### src/rtl/disp_pkg.sv
`default_nettype none
// ============================================================================
// Module      : disp_pkg
// Description : Shared definitions for the display scan arbiter: arbitration
//               state encoding, hex glyph table (active-high, [6]=a .. [0]=g)
//               and the all-anodes-off pattern.
// Revision    : 1.0 - initial release
// ============================================================================
package disp_pkg;

    typedef enum logic [1:0] {
        S_DEFAULT = 2'd0,
        S_HOLD    = 2'd1,
        S_OPEN    = 2'd2
    } state_t;

    localparam logic [3:0] ANODES_OFF = 4'b1111;

    // Entry n is the glyph for hex digit n; listed from F down to 0.
    localparam logic [15:0][6:0] HEX_GLYPH = {
        7'h47, 7'h4F, 7'h3D, 7'h4E,   // F E d C
        7'h1F, 7'h77, 7'h7B, 7'h7F,   // b A 9 8
        7'h70, 7'h5F, 7'h5B, 7'h33,   // 7 6 5 4
        7'h79, 7'h6D, 7'h30, 7'h7E    // 3 2 1 0
    };

    function automatic logic [6:0] hex_glyph(input logic [3:0] nibble);
        return HEX_GLYPH[nibble];
    endfunction

endpackage
`default_nettype wire

### src/rtl/disp_scan_arbiter_hex7.sv
`default_nettype none
// ============================================================================
// Module      : hex7
// Description : Combinational hex-nibble to 7-segment glyph decoder.
// Ports       : nibble - 4-bit hex value
//               glyph  - active-high segments, [6]=a .. [0]=g
// Revision    : 1.0 - initial release
// ============================================================================
module hex7
    import disp_pkg::*;
(
    input  logic [3:0] nibble,
    output logic [6:0] glyph
);

    assign glyph = hex_glyph(nibble);

endmodule
`default_nettype wire

### src/rtl/disp_scan_arbiter.sv
`default_nettype none
// ============================================================================
// Module      : disp_scan_arbiter
// Description : Scans a 4-digit active-low 7-segment display and shares it
//               between NUM_SRC 16-bit hex sources. Grants are round-robin
//               with a minimum hold of HOLD_TICKS scan ticks; the shown value
//               is latched once per 4-tick frame so digits never tear.
// Ports       : display_clk  - scan tick (one digit slot per tick)
//               reset        - asynchronous, active-high
//               src_data     - source i at [16i+15:16i]
//               src_req      - level request per source
//               blank        - forces all anodes off
//               src_grant    - one-hot owner, zero when no owner
//               display_an   - anodes, active-low, bit k = digit k
//               display_atog - segments, active-low, [6]=a .. [0]=g
//               display_dp   - decimal point, active-low
// Revision    : 1.0 - initial release
// ============================================================================
module disp_scan_arbiter
    import disp_pkg::*;
#(
    parameter int NUM_SRC    = 3,
    parameter int HOLD_TICKS = 1000
) (
    input  logic                  display_clk,
    input  logic                  reset,
    input  logic [16*NUM_SRC-1:0] src_data,
    input  logic [NUM_SRC-1:0]    src_req,
    input  logic                  blank,
    output logic [NUM_SRC-1:0]    src_grant,
    output logic [3:0]            display_an,
    output logic [6:0]            display_atog,
    output logic                  display_dp
);

    localparam int IDX_W  = (NUM_SRC > 1) ? $clog2(NUM_SRC) : 1;
    localparam int HOLD_W = $clog2(HOLD_TICKS);
    localparam logic [HOLD_W-1:0] HOLD_LAST = HOLD_W'(HOLD_TICKS - 1);

    // ------------------------------------------------------------------
    // Helpers
    // ------------------------------------------------------------------
    function automatic logic [IDX_W-1:0] next_idx(input logic [IDX_W-1:0] idx);
        if (int'(idx) >= NUM_SRC - 1)
            return '0;
        return idx + IDX_W'(1);
    endfunction

    // First requester scanning start, start+1, ... modulo NUM_SRC.
    function automatic logic [IDX_W-1:0] rr_pick(
        input logic [NUM_SRC-1:0] req,
        input logic [IDX_W-1:0]   start
    );
        logic [IDX_W-1:0] win;
        logic             found;
        int               idx;
        win   = start;
        found = 1'b0;
        for (int i = 0; i < NUM_SRC; i++) begin
            idx = (int'(start) + i) % NUM_SRC;
            if (!found && req[idx]) begin
                win   = IDX_W'(idx);
                found = 1'b1;
            end
        end
        return win;
    endfunction

    // ------------------------------------------------------------------
    // Source words unpacked for indexed selection
    // ------------------------------------------------------------------
    logic [15:0] src_word [NUM_SRC];

    generate
        for (genvar gi = 0; gi < NUM_SRC; gi++) begin : g_unpack
            assign src_word[gi] = src_data[16*gi +: 16];
        end
    endgenerate

    // ------------------------------------------------------------------
    // State
    // ------------------------------------------------------------------
    state_t              state;
    logic [1:0]          scan_cnt;
    logic [15:0]         frame_buf;
    logic [IDX_W-1:0]    rr_ptr;
    logic [IDX_W-1:0]    owner;
    logic [HOLD_W-1:0]   hold_cnt;

    // ------------------------------------------------------------------
    // Next-state / arbitration decision
    // ------------------------------------------------------------------
    logic                boundary;
    logic [NUM_SRC-1:0]  owner_onehot;
    logic [NUM_SRC-1:0]  others_req;
    state_t              nxt_state;
    logic [IDX_W-1:0]    nxt_owner;
    logic [IDX_W-1:0]    winner;
    logic                take;
    logic [IDX_W-1:0]    show_idx;

    assign boundary     = (scan_cnt == 2'd3);
    assign owner_onehot = NUM_SRC'(1) << owner;
    assign others_req   = src_req & ~owner_onehot;

    always_comb begin
        nxt_state = state;
        nxt_owner = owner;
        winner    = '0;
        take      = 1'b0;
        case (state)
            S_DEFAULT: begin
                if (boundary && (|src_req)) begin
                    winner    = rr_pick(src_req, rr_ptr);
                    take      = 1'b1;
                    nxt_state = S_HOLD;
                end
            end
            S_HOLD: begin
                // Owner's request is ignored here: the hold is guaranteed.
                if (hold_cnt == HOLD_LAST)
                    nxt_state = S_OPEN;
            end
            S_OPEN: begin
                if (boundary) begin
                    if (|others_req) begin
                        winner    = rr_pick(others_req, next_idx(owner));
                        take      = 1'b1;
                        nxt_state = S_HOLD;
                    end else if (!src_req[owner]) begin
                        nxt_state = S_DEFAULT;
                    end
                end
            end
            default: nxt_state = S_DEFAULT;
        endcase
        if (take)
            nxt_owner = winner;
        // Frame buffer follows the owner chosen on this very edge.
        show_idx = (nxt_state == S_DEFAULT) ? '0 : nxt_owner;
    end

    // ------------------------------------------------------------------
    // Single sequential block: scan, FSM, frame latch, registered grant
    // ------------------------------------------------------------------
    always_ff @(posedge display_clk or posedge reset) begin
        if (reset) begin
            scan_cnt  <= 2'd0;
            frame_buf <= 16'h0000;
            state     <= S_DEFAULT;
            rr_ptr    <= '0;
            owner     <= '0;
            hold_cnt  <= '0;
            src_grant <= '0;
        end else begin
            scan_cnt <= scan_cnt + 2'd1;
            state    <= nxt_state;
            owner    <= nxt_owner;
            if (take) begin
                hold_cnt <= '0;
                rr_ptr   <= next_idx(winner);
            end else if (state == S_HOLD && hold_cnt != HOLD_LAST) begin
                hold_cnt <= hold_cnt + HOLD_W'(1);
            end
            if (boundary)
                frame_buf <= src_word[show_idx];
            src_grant <= (nxt_state == S_DEFAULT) ? '0 : (NUM_SRC'(1) << nxt_owner);
        end
    end

    // ------------------------------------------------------------------
    // Display outputs (from registers only, except blank)
    // ------------------------------------------------------------------
    logic [3:0] nibble;
    logic [6:0] glyph;

    always_comb begin
        case (scan_cnt)
            2'd0:    nibble = frame_buf[3:0];
            2'd1:    nibble = frame_buf[7:4];
            2'd2:    nibble = frame_buf[11:8];
            default: nibble = frame_buf[15:12];
        endcase
    end

    hex7 u_hex7 (
        .nibble (nibble),
        .glyph  (glyph)
    );

    assign display_an   = blank ? ANODES_OFF : ~(4'b0001 << scan_cnt);
    assign display_atog = ~glyph;
    // Lit on the last digit whenever a non-default source owns the display.
    assign display_dp   = ~((scan_cnt == 2'd3) && (state != S_DEFAULT));

endmodule
`default_nettype wire

### config.mk
export PLATFORM = sky130hd
export DESIGN_NAME = disp_scan_arbiter
export DESIGN_NICKNAME = d
export VERILOG_FILES = /design/src/rtl/disp_pkg.sv /design/src/rtl/disp_scan_arbiter_hex7.sv /design/src/rtl/disp_scan_arbiter.sv
export SDC_FILE = /design/constraint.sdc
export NUM_CORES = 1
export LEC_CHECK = 0
export BUFFER_PORTS_ARGS = -buffer_cell sky130_fd_sc_hd__buf_2
export CORE_AREA = 4 4 78 80
export DETAILED_ROUTE_END_ITERATION = 7
export DIE_AREA = 0 0 82 84
export PLACE_DENSITY = 0.87
export SETUP_SLACK_MARGIN = 0.2
export SKIP_LAST_GASP = 1
export SLEW_MARGIN = 20
export SYNTH_ARGS = -nofsm -noshare
export SYNTH_HDL_FRONTEND = slang
export SYNTH_SLANG_ARGS = --single-unit
### constraint.sdc
create_clock -name display_clk -period 2.9 [get_ports display_clk]
set_clock_uncertainty 0.15 [all_clocks]
set_input_delay 0.58 -clock display_clk [delete_from_list [all_inputs] [get_ports display_clk]]
set_output_delay 0.58 -clock display_clk [all_outputs]
set_load 0.03 [all_outputs]
Yosys cells after proc, flatten, opt, wreduce, memory -nomap -nowiden --
Memory sizes are Yosys's and may differ from the RTL's. Index checks and enable logic that the tools add are counted.
Word-level totals: register bits 37, ROM bits 112, input port bits 54, output and inout bits 15, logic and storage cells 145, memories kept 1
Memories:
- (name not given) | words 16, bits a word 7, rd ports 1, clocked after memory_dff 0, wr ports 0, RTL line disp_pkg.sv:28 | return HEX_GLYPH[nibble];
Operators by class: $add $sub $neg 8, div/mod/pow operators 6, $lt $le $gt $ge 11, eq/ne operators 7, shift-type cells 3, muxes and demuxes 78, bitwise gates (word level) 6, reductions and logical operators 18
Operator list (number):
- less-than comparator 32 x 4 -> 1 bit (second input constant) | 6
- modulo 32 x 3 -> 32 bit (second input constant) | 4
- modulo 3 x 3 -> 32 bit (second input constant) | 2
- 2-to-1 mux 2 bit | 23
- 2-to-1 mux 1 bit | 36
- binary-select mux 16 bit (select 2 bit) | 1
- 2-to-1 mux 16 bit | 2
- 2-to-1 mux 10 bit | 2
- binary-select mux 1 bit (select 2 bit) | 7
- one-hot mux 4 bit (3 select lines) | 1
- adder 10 x 1 -> 10 bit (second input constant) | 1
- == test 10 bit (second input constant) | 1
- != test 10 bit (second input constant) | 1
- logical AND 1 bit | 7
- 2-to-1 mux 7 bit | 1
- NOT 7 bit | 1
- adder 2 x 1 -> 2 bit (second input constant) | 3
- adder 2 x 1 -> 3 bit (second input constant) | 2
- adder 2 x 2 -> 3 bit (second input constant) | 2
- == test 2 bit (second input constant) | 3
- zero test 2 bit | 3
- one-hot mux 2 bit (3 select lines) | 1
- OR reduction 3 bit | 2
- left shift 1 x 2 -> 3 bit (first input constant) | 2
- other kinds (17) | 23

Depth between registers and ports, before layout --
Gate-level depths: netlist of the first run.
depth in word-level cells 37, depth in mapped cells 12, mapped depth without buffers 11

Cells and area by module --
A second synthesis of the first run with hierarchy kept.
Unflattened totals: cells, all modules 319, area total of the unflattened synthesis 2926.6 um^2
Modules (own cells, without submodules):
- disp_scan_arbiter | times used 1, cells an instance 286, area an instance 2638.8 um^2, sequential area each 925.9 um^2
- hex7 | times used 1, cells an instance 33, area an instance 287.8 um^2, sequential area each 0.0 um^2

Worst setup path after synthesis of the first run --
Ideal clock, no wire load.
path type reg-to-output, start register scan_cnt[0], end output port display_atog[3], arrival 2.277 ns, data required time 2.170 ns, setup slack -0.107 ns, cell stages (with the launch flop) 10, path buffers 0, cells stage by stage dfrtp_1 > inv_1 > ha_1 > a222oi_1 > nand2_1 > o21ai_0 > ha_1 > nand2b_1 > and3_1 > a21oi_1
Between the ends: word-level cells in the longest chain between the ends 5, elaborated cells between the ends (all ways) 7, those cells by class 2 x eq/ne; 2 x mux; 1 x bitwise; 1 x reduce/logical; 1 x memory
RTL lines:
- start: declaration | RTL line disp_scan_arbiter.sv:84 | logic [1:0] scan_cnt;
- start signal: assignment | RTL line disp_scan_arbiter.sv:156 | scan_cnt <= scan_cnt + 2'd1;
- == test 2 bit, or another cell as far along | RTL line disp_scan_arbiter.sv:178 | case (scan_cnt)
- one-hot mux 4 bit (3 select lines) (*) | RTL line disp_scan_arbiter.sv:178
- memory (16 x 7 bit) (*)
- 2-to-1 mux 7 bit (implied by the code) (*) | RTL line disp_pkg.sv:28
- NOT 7 bit (*) | RTL line disp_scan_arbiter.sv:192 | assign display_atog = ~glyph;
- end: declaration | RTL line disp_scan_arbiter.sv:32 | output logic [6:0] display_atog,
Every way passes the cells marked *; elsewhere a longest branch is shown, timed or not. The select of a mux whose other input is x is not followed.

Final worst setup path of the first run --
Same ends and word-level chain as after synthesis.

==> qor.txt, run 1 <==
Max FO, Critical Path: 5
io pins: 69
busiest grt layer: met2
clock share of power: 0.120
final-report setup violation count: 7
power after layout: 3.73 mW
RR Endpoint: frame_buf[5]$_DFFE_PP0N_
most frequent cell after synthesis: dfrtp_1
Worst Tran Pin Value: 0.622 ns
Num CTS Buffers: 5
Area growth, synth to finish: 38.3%
Worst path slowest cell: dfrtp_2
cells after synthesis: 304
overall die height: 84 um
post-synth cell types: 62
CTS clk-pin slew, worst paths: 0.08 ns
Yosys top cell by area: dfrtp_1
TNS Setup: -2.16 ns
worst skew pair latency: 0.30 ns
initial DRC count: 380
CP cell instances: inv_4, ha_4, a222oi_1, nand2_1, o21ai_2, ha_1, nand2b_1, and3_1, a21oi_2, buf_6
met3 Use GR: 0.0454
Rows: 27
nets: 467
PortBufs: 68
combinational power share: 0.624
Crit path buffers/inverters: 2
hold slack: 0.237 ns
Fmax: 301 MHz
synthesized area: 2800 um^2
placed cell area: 3290 um^2
Routed Antenna Nets: 0
switch share: 0.443
worst ir drop on vdd: 0.551 mV
ys flop type: dfrtp_1
Avg WL per Cell: 20.7 um
met1 Use GR: 0.251
ys async rst share: 1.00
Top delay family on crit path: compound AO/OA/AOI/OAI gates
largest family of logic cells by synthesized area: compound AO/OA/AOI/OAI gates
max-slew violation total from the final report: 0
RSZ-0062 raised after global routing: true
vias per cell: 6.27
syn_area_per_cell: 9.22 um^2
final hold vios: 0
top cells by area, synth: dfrtp_1 (33%), mux2i_1 (6.8%), ha_1 (6.3%)
gp weighted congestion: 0.862
Sequential Power Share: 0.255
1st-pass router iterations: 5
Starting Density: 0.518
Routed WL: 9740 um
die area: 6890 um^2
DIE WIDTH: 82 um
Detail Placement HPWL: 5260 um
xor/xnor cell area share of the yosys netlist: 0.0219
ANT cells: 0
total grt overflow: 0
Yosys top cell area share: 0.331
Clock Sinks: 37
Compound-Gate Fraction of Synth Area: 0.216
Final Critical Period: 3.32 ns
GRT Util Overall: 0.232
Commonest cells post-synth: dfrtp_1 (37), inv_1 (30), nand2_1 (28), nor2_1 (22), mux2i_1 (19)
synth warn: 0
post-synthesis mux area share: 0.0813
Crit path arrival time: 2.59 ns
Pint: 2.08 mW
final setup margin: -0.425 ns
largest net degree at the start of global routing: 38
drc violations: 0
max-slew headroom at the worst pin: 0.585
simple-gate portion of the synthesized area: 0.202
Design Area, Final: 3870 um^2
Post-CTS Hold Buffers: 0
flops & latches, synth: 37
worst r2r src: rr_ptr[0]$_DFFE_PP0N_
critical path class: flop to output pin
adder-cell share of the synthesized area: 0.0625
DR vias: 2,955
CTS H-tree lvls: 2
Max-Cap Viols: 0
PwrDens: 964 nW/um^2
leak pwr: 1.75 nW
first-pass GRT wire length: 12,500 um
CTS Root Cell: clkbuf_8
vias in the first global route: 2,727
startpoint class of the critical path: flop
FF-to-FF setup slack: 0.21 ns
Required @ worst endpoint: 2.17 ns
Psw: 1.65 mW
CP Capture Type: output pin
period utilization: 1.15
Crit path depth: 10
antenna violations before repair: 0
clk buf depth: 2
worst r2r path cells: 10
Core Area: 5410 um^2
CTS tree: done
register area share after synthesis: 0.331
critical path's largest stage delay: 0.44 ns
Mapped Nets: 372
failing checks: negative setup slack
EDFF count, synth: 0
share of layout cells above drive strength 1: 0.454
status: finished with violations
met2 Usage GRT: 0.414
min-delay worst type: primary input to asynchronous set/reset pin
[cell type report]
type	count	area, um^2
Clock buffer	5	68.8
Clock inverter	2	35.0
Fill cell	323	1530
Inverter	31	119
Multi-Input combinational cell	220	1910
Sequential cell	37	931
Tap cell	72	90.1
Timing Repair Buffer	104	723
[state kept, by name, indices dropped and copies added, names as in the netlist]
name,count
frame_buf,16
scan_cnt,2
state,2
rr_ptr,2
src_grant,3
owner,2
hold_cnt,10
[worst register-to-register path, cell delays in order (launching register included)]
cell       delay, ns
dfrtp_2         0.42
buf_4           0.15
ha_4            0.19
and4bb_2        0.23
a311o_1         0.32
a21oi_1         0.19
o21ai_2         0.13
nand2_2         0.18
clkbuf_16       0.20
mux2i_1         0.29
o221ai_2        0.13
[how the worst max path moves through the flow]
stage                                     start                         to  slack [ns]
after floorplan           scan_cnt[0]$_DFF_PP0_            display_atog[3]        0.13
after global placement               src_req[2]  frame_buf[12]$_DFFE_PP0N_        0.04
after detailed placement  scan_cnt[0]$_DFF_PP0_            display_atog[3]       -0.04
after CTS                 scan_cnt[0]$_DFF_PP0_            display_atog[1]       -0.17
after global routing      scan_cnt[0]$_DFF_PP0_            display_atog[3]       -0.52
final                     scan_cnt[0]$_DFF_PP0_            display_atog[3]       -0.42
[per-stage QoR]
step / setup WS [ns] / instances / utilization
finish: -0.425 / 471 / 0.717
global route: -0.517 / 471 / 0.717
CTS: -0.170 / 456 / 0.656
detailed placement: -0.0409 / 444 / 0.609
global placement: 0.0445 / 444 / 0.609
floorplan: 0.125 / 304 / -
[power groups by stage]
stage	clock network (mW)	registers, mW	logic, mW
floorplan	0	0.883	1.30
global placement	0	0.922	1.62
detailed placement	0	0.931	1.68
CTS	0.438	0.928	1.85
global route	0.474	0.974	2.50
finish	0.449	0.954	2.33
[logic make-up after synthesis]
kind of cell             Yosys count
AO/OA/AOI/OAI                     72
adder cells (fa/ha/maj)           14
multiplexers                      22
AND/OR/NAND/NOR                  105
XOR/XNOR                           7
buffers and inverters             47
flip-flops                        37
[placed cells by master, fill, tap and decap left out, drive strengths merged, types with 2 or more instances in the layout]
cell type | synthesis | layout
nor3 | 4 | 4
a311o | 2 | 2
buf | 10 | 101
o211ai | 8 | 8
dfrtp | 37 | 37
or3 | 4 | 4
inv | 30 | 30
nor2b | 5 | 5
and4bb | 2 | 2
o22ai | 3 | 3
nor2 | 22 | 22
mux2 | 3 | 3
nand2 | 29 | 29
a21oi | 13 | 13
nand3b | 2 | 2
clkbuf | 6 | 8
xor2 | 3 | 3
nor3b | 2 | 2
a222oi | 4 | 4
mux2i | 19 | 19
o21ai | 12 | 12
or2 | 3 | 3
and2b | 2 | 2
nand3 | 8 | 8
and3 | 2 | 2
clkinv | 1 | 2
ha | 14 | 14
nand2b | 12 | 12
o221ai | 16 | 16
nand4 | 3 | 3
a22o | 2 | 2
xnor2 | 4 | 4
[timing repair]
action,4_1_cts,5_1_grt
pin swaps,10,9
endpoints found under the setup margin,23,34
resized for setup,32,42
buffers inserted,5,13
cloned,0,2
endpoints found under the hold margin,0,0
[metal layers]
layer | routed length (um) | vias up
met5 | 0 | -
met4 | 702 | 0
met3 | 802 | 71
met2 | 4860 | 205
met1 | 3370 | 1395
li1 | - | 1284
(Power assumes the default switching activity.)
==> inputs of run 2 (changes only) <==
CORE_AREA = 2 2 76 78   (was 4 4 78 80)
DIE_AREA = 0 0 78 80   (was 0 0 82 84)
==> run 2 against run 1 <==
The flow still finishes with violations (negative setup slack). Power up 0.87%. Wire length decreased by 10%. Fmax up 0.30%. Sequential cell count unchanged. Sequential share of layout area fell by 0.13 points. Clock power increased by 4.7%. Global-route usage is 1.8 points higher. Combinational power about the same. Hold slack got worse by 0.015 ns. Die area decreased by 9.4%. Critical endpoint unchanged. Largest cell class unchanged.
==> qor.txt, run 2 (same netlist as run 1, synthesis figures left out) <==
status: finished with violations
failing checks: negative setup slack
io pins: 69 (unchanged)
GRT Util Overall: 0.250 (+0.0179)
1st-pass router iterations: 6 (+1)
first-pass GRT wire length: 12,200 um (-2.2%)
RR Endpoint: frame_buf[11]$_DFFE_PP0N_
CTS clk-pin slew, worst paths: 0.07 ns (about the same)
period utilization: 1.14 (-0.00348)
FF-to-FF setup slack: 0.25 ns (+0.04 ns)
vias per cell: 6.04 (-3.8%)
RSZ-0062 raised after global routing: true
leak pwr: 1.77 nW (+1.1%)
final-report setup violation count: 7 (unchanged)
Regs by FF count: frame_buf (16), hold_cnt (10), src_grant (3)
nets: 472 (+1.1%)
max FFs per register: 16 (unchanged)
startpoint class of the critical path: flop
commonest non-fill, non-tap cell in the layout: buf_2
initial DRC count: 278 (-27%)
DIE WIDTH: 78 um (-4.9%)
Required @ worst endpoint: 2.17 ns (about the same)
final hold vios: 0 (unchanged)
PortBufs: 68 (unchanged)
Worst Tran Pin Value: 0.587 ns (-0.0344 ns)
Starting Density: 0.518 (unchanged)
most used cell, CP: buf_4
antenna violations before repair: 0 (unchanged)
worst r2r src: rr_ptr[0]$_DFFE_PP0N_
drc violations: 0 (unchanged)
Rows: 27 (unchanged)
Crit path arrival time: 2.58 ns (about the same)
Core Area: 5410 um^2 (unchanged)
Routed WL: 8730 um (-10%)
overall die height: 80 um (-4.8%)
CTS H-tree lvls: 2 (unchanged)
Final Critical Period: 3.31 ns (-0.0101 ns)
die area: 6240 um^2 (-9.4%)
Routed Antenna Nets: 0 (unchanged)
TNS Setup: -2.47 ns (-0.311 ns)
max-slew headroom at the worst pin: 0.602 (+0.0176)
largest net degree at the start of global routing: 38 (unchanged)
Clock Sinks: 37 (unchanged)
Crit path buffers/inverters: 5 (+3)
Max-Cap Viols: 0 (unchanged)
final setup margin: -0.415 ns (+0.0101 ns)
CTS tree: done
DR vias: 2,880 (-2.5%)
critical path's largest stage delay: 0.43 ns (about the same)
power after layout: 3.77 mW (+0.87%)
Detail Placement HPWL: 5100 um (-3.2%)
min-delay worst type: primary input to asynchronous set/reset pin
Largest Register: frame_buf
most frequent cells in the layout: buf_2 (61), buf_4 (36), dfrtp_1 (35), nand2_1 (27), inv_1 (25)
Num CTS Buffers: 5 (unchanged)
gp weighted congestion: 0.896 (+3.9%)
critical path class: flop to output pin
clk buf depth: 2 (unchanged)
total grt overflow: 0 (unchanged)
ANT cells: 0 (unchanged)
Place WS: -0.106 ns (-0.0655 ns)
Avg WL per Cell: 18.3 um (-11%)
worst r2r path cells: 10 (unchanged)
share of layout cells above drive strength 1: 0.457 (+0.00316)
CTS Root Cell: clkbuf_8
vias in the first global route: 2,659 (-2.5%)
worst ir drop on vdd: 0.662 mV (+20%)
Worst path slowest cell: dfrtp_1
max-slew violation total from the final report: 0 (unchanged)
PwrDens: 970 nW/um^2 (+0.61%)
worst skew pair latency: 0.30 ns (about the same)
Top delay family on crit path: buffers and inverters
CP cell instances: inv_2, ha_4, buf_4, a222oi_1, buf_4, a21oi_1, buf_4, nor2_1, a21oi_2, a21oi_2, buf_6
Area growth, synth to finish: 38.7%
CP Capture Type: output pin
Fmax: 302 MHz (+0.30%)
post-layout util: 0.719 (+0.00185)
Max FO, Critical Path: 4 (-1)
run 2: cell count changes in the layout (fill, tap and decap cells not counted), sizes merged:
cell,delta
clkbuf,-2
clkinv,-1
clkinvlp,+1
a21oi,+1
buf,+7
run 2: metal layers:
metal	vias up	global-route usage	wire, um
li1	1292	-	-
met1	1405	0.283	3250
met2	146	0.463	4680
met3	37	0.0407	507
met4	0	0.111	290
met5	-	0	0
run 2: area by class of cell:
class / instances / area (um^2)
multi-input cells: 221 / 1910
fillers: 314 / 1520
flip-flops and latches: 37 / 928
repair buffers: 108 / 717
inverters: 31 / 119
well taps: 72 / 90.1
clock buffers: 6 / 82.6
clock inverters: 2 / 37.5
run 2: worst max-delay path by stage:
stage               slack, ns  cells past startpoint              end                   from
floorplan                0.13                     10  display_atog[3]  scan_cnt[0]$_DFF_PP0_
global placement         0.06                     11  display_atog[0]  scan_cnt[0]$_DFF_PP0_
detailed placement      -0.11                     12  display_atog[3]  scan_cnt[1]$_DFF_PP0_
CTS                     -0.28                     11  display_atog[3]  scan_cnt[0]$_DFF_PP0_
global route            -0.50                     11  display_atog[3]  scan_cnt[0]$_DFF_PP0_
finish                  -0.41                     11  display_atog[3]  scan_cnt[0]$_DFF_PP0_
run 2: power by group:
part	total (mW)	switching [mW]	internal (mW)
clock	0.470	0.190	0.280
sequential	0.935	0.207	0.729
combinational	2.36	1.22	1.14
total	3.77	1.62	2.15
run 2: repair_timing:
item	4_1_cts	5_1_grt
cloned	0	1
setup buffers	12	7
endpoints found under the setup margin	23	34
pin swaps	11	10
gates resized for setup	44	24
hold buffers	0	0
run 2: worst min-delay path, stage by stage:
cell and delay, ns:
buf_2 0.09, inv_1 0.04, buf_4 0.39
run 2: metrics by stage:
| stage | hold slack (ns) | cell area (um^2) | instances |
|---|---|---|---|
| finish | 0.223 | 3880 | 477 |
| floorplan | 0.309 | 2840 | 304 |
| global route | 0.267 | 3880 | 477 |
| CTS | 0.238 | 3710 | 469 |
| detailed placement | 0.334 | 3330 | 449 |
| global placement | 0.322 | 3330 | 449 |
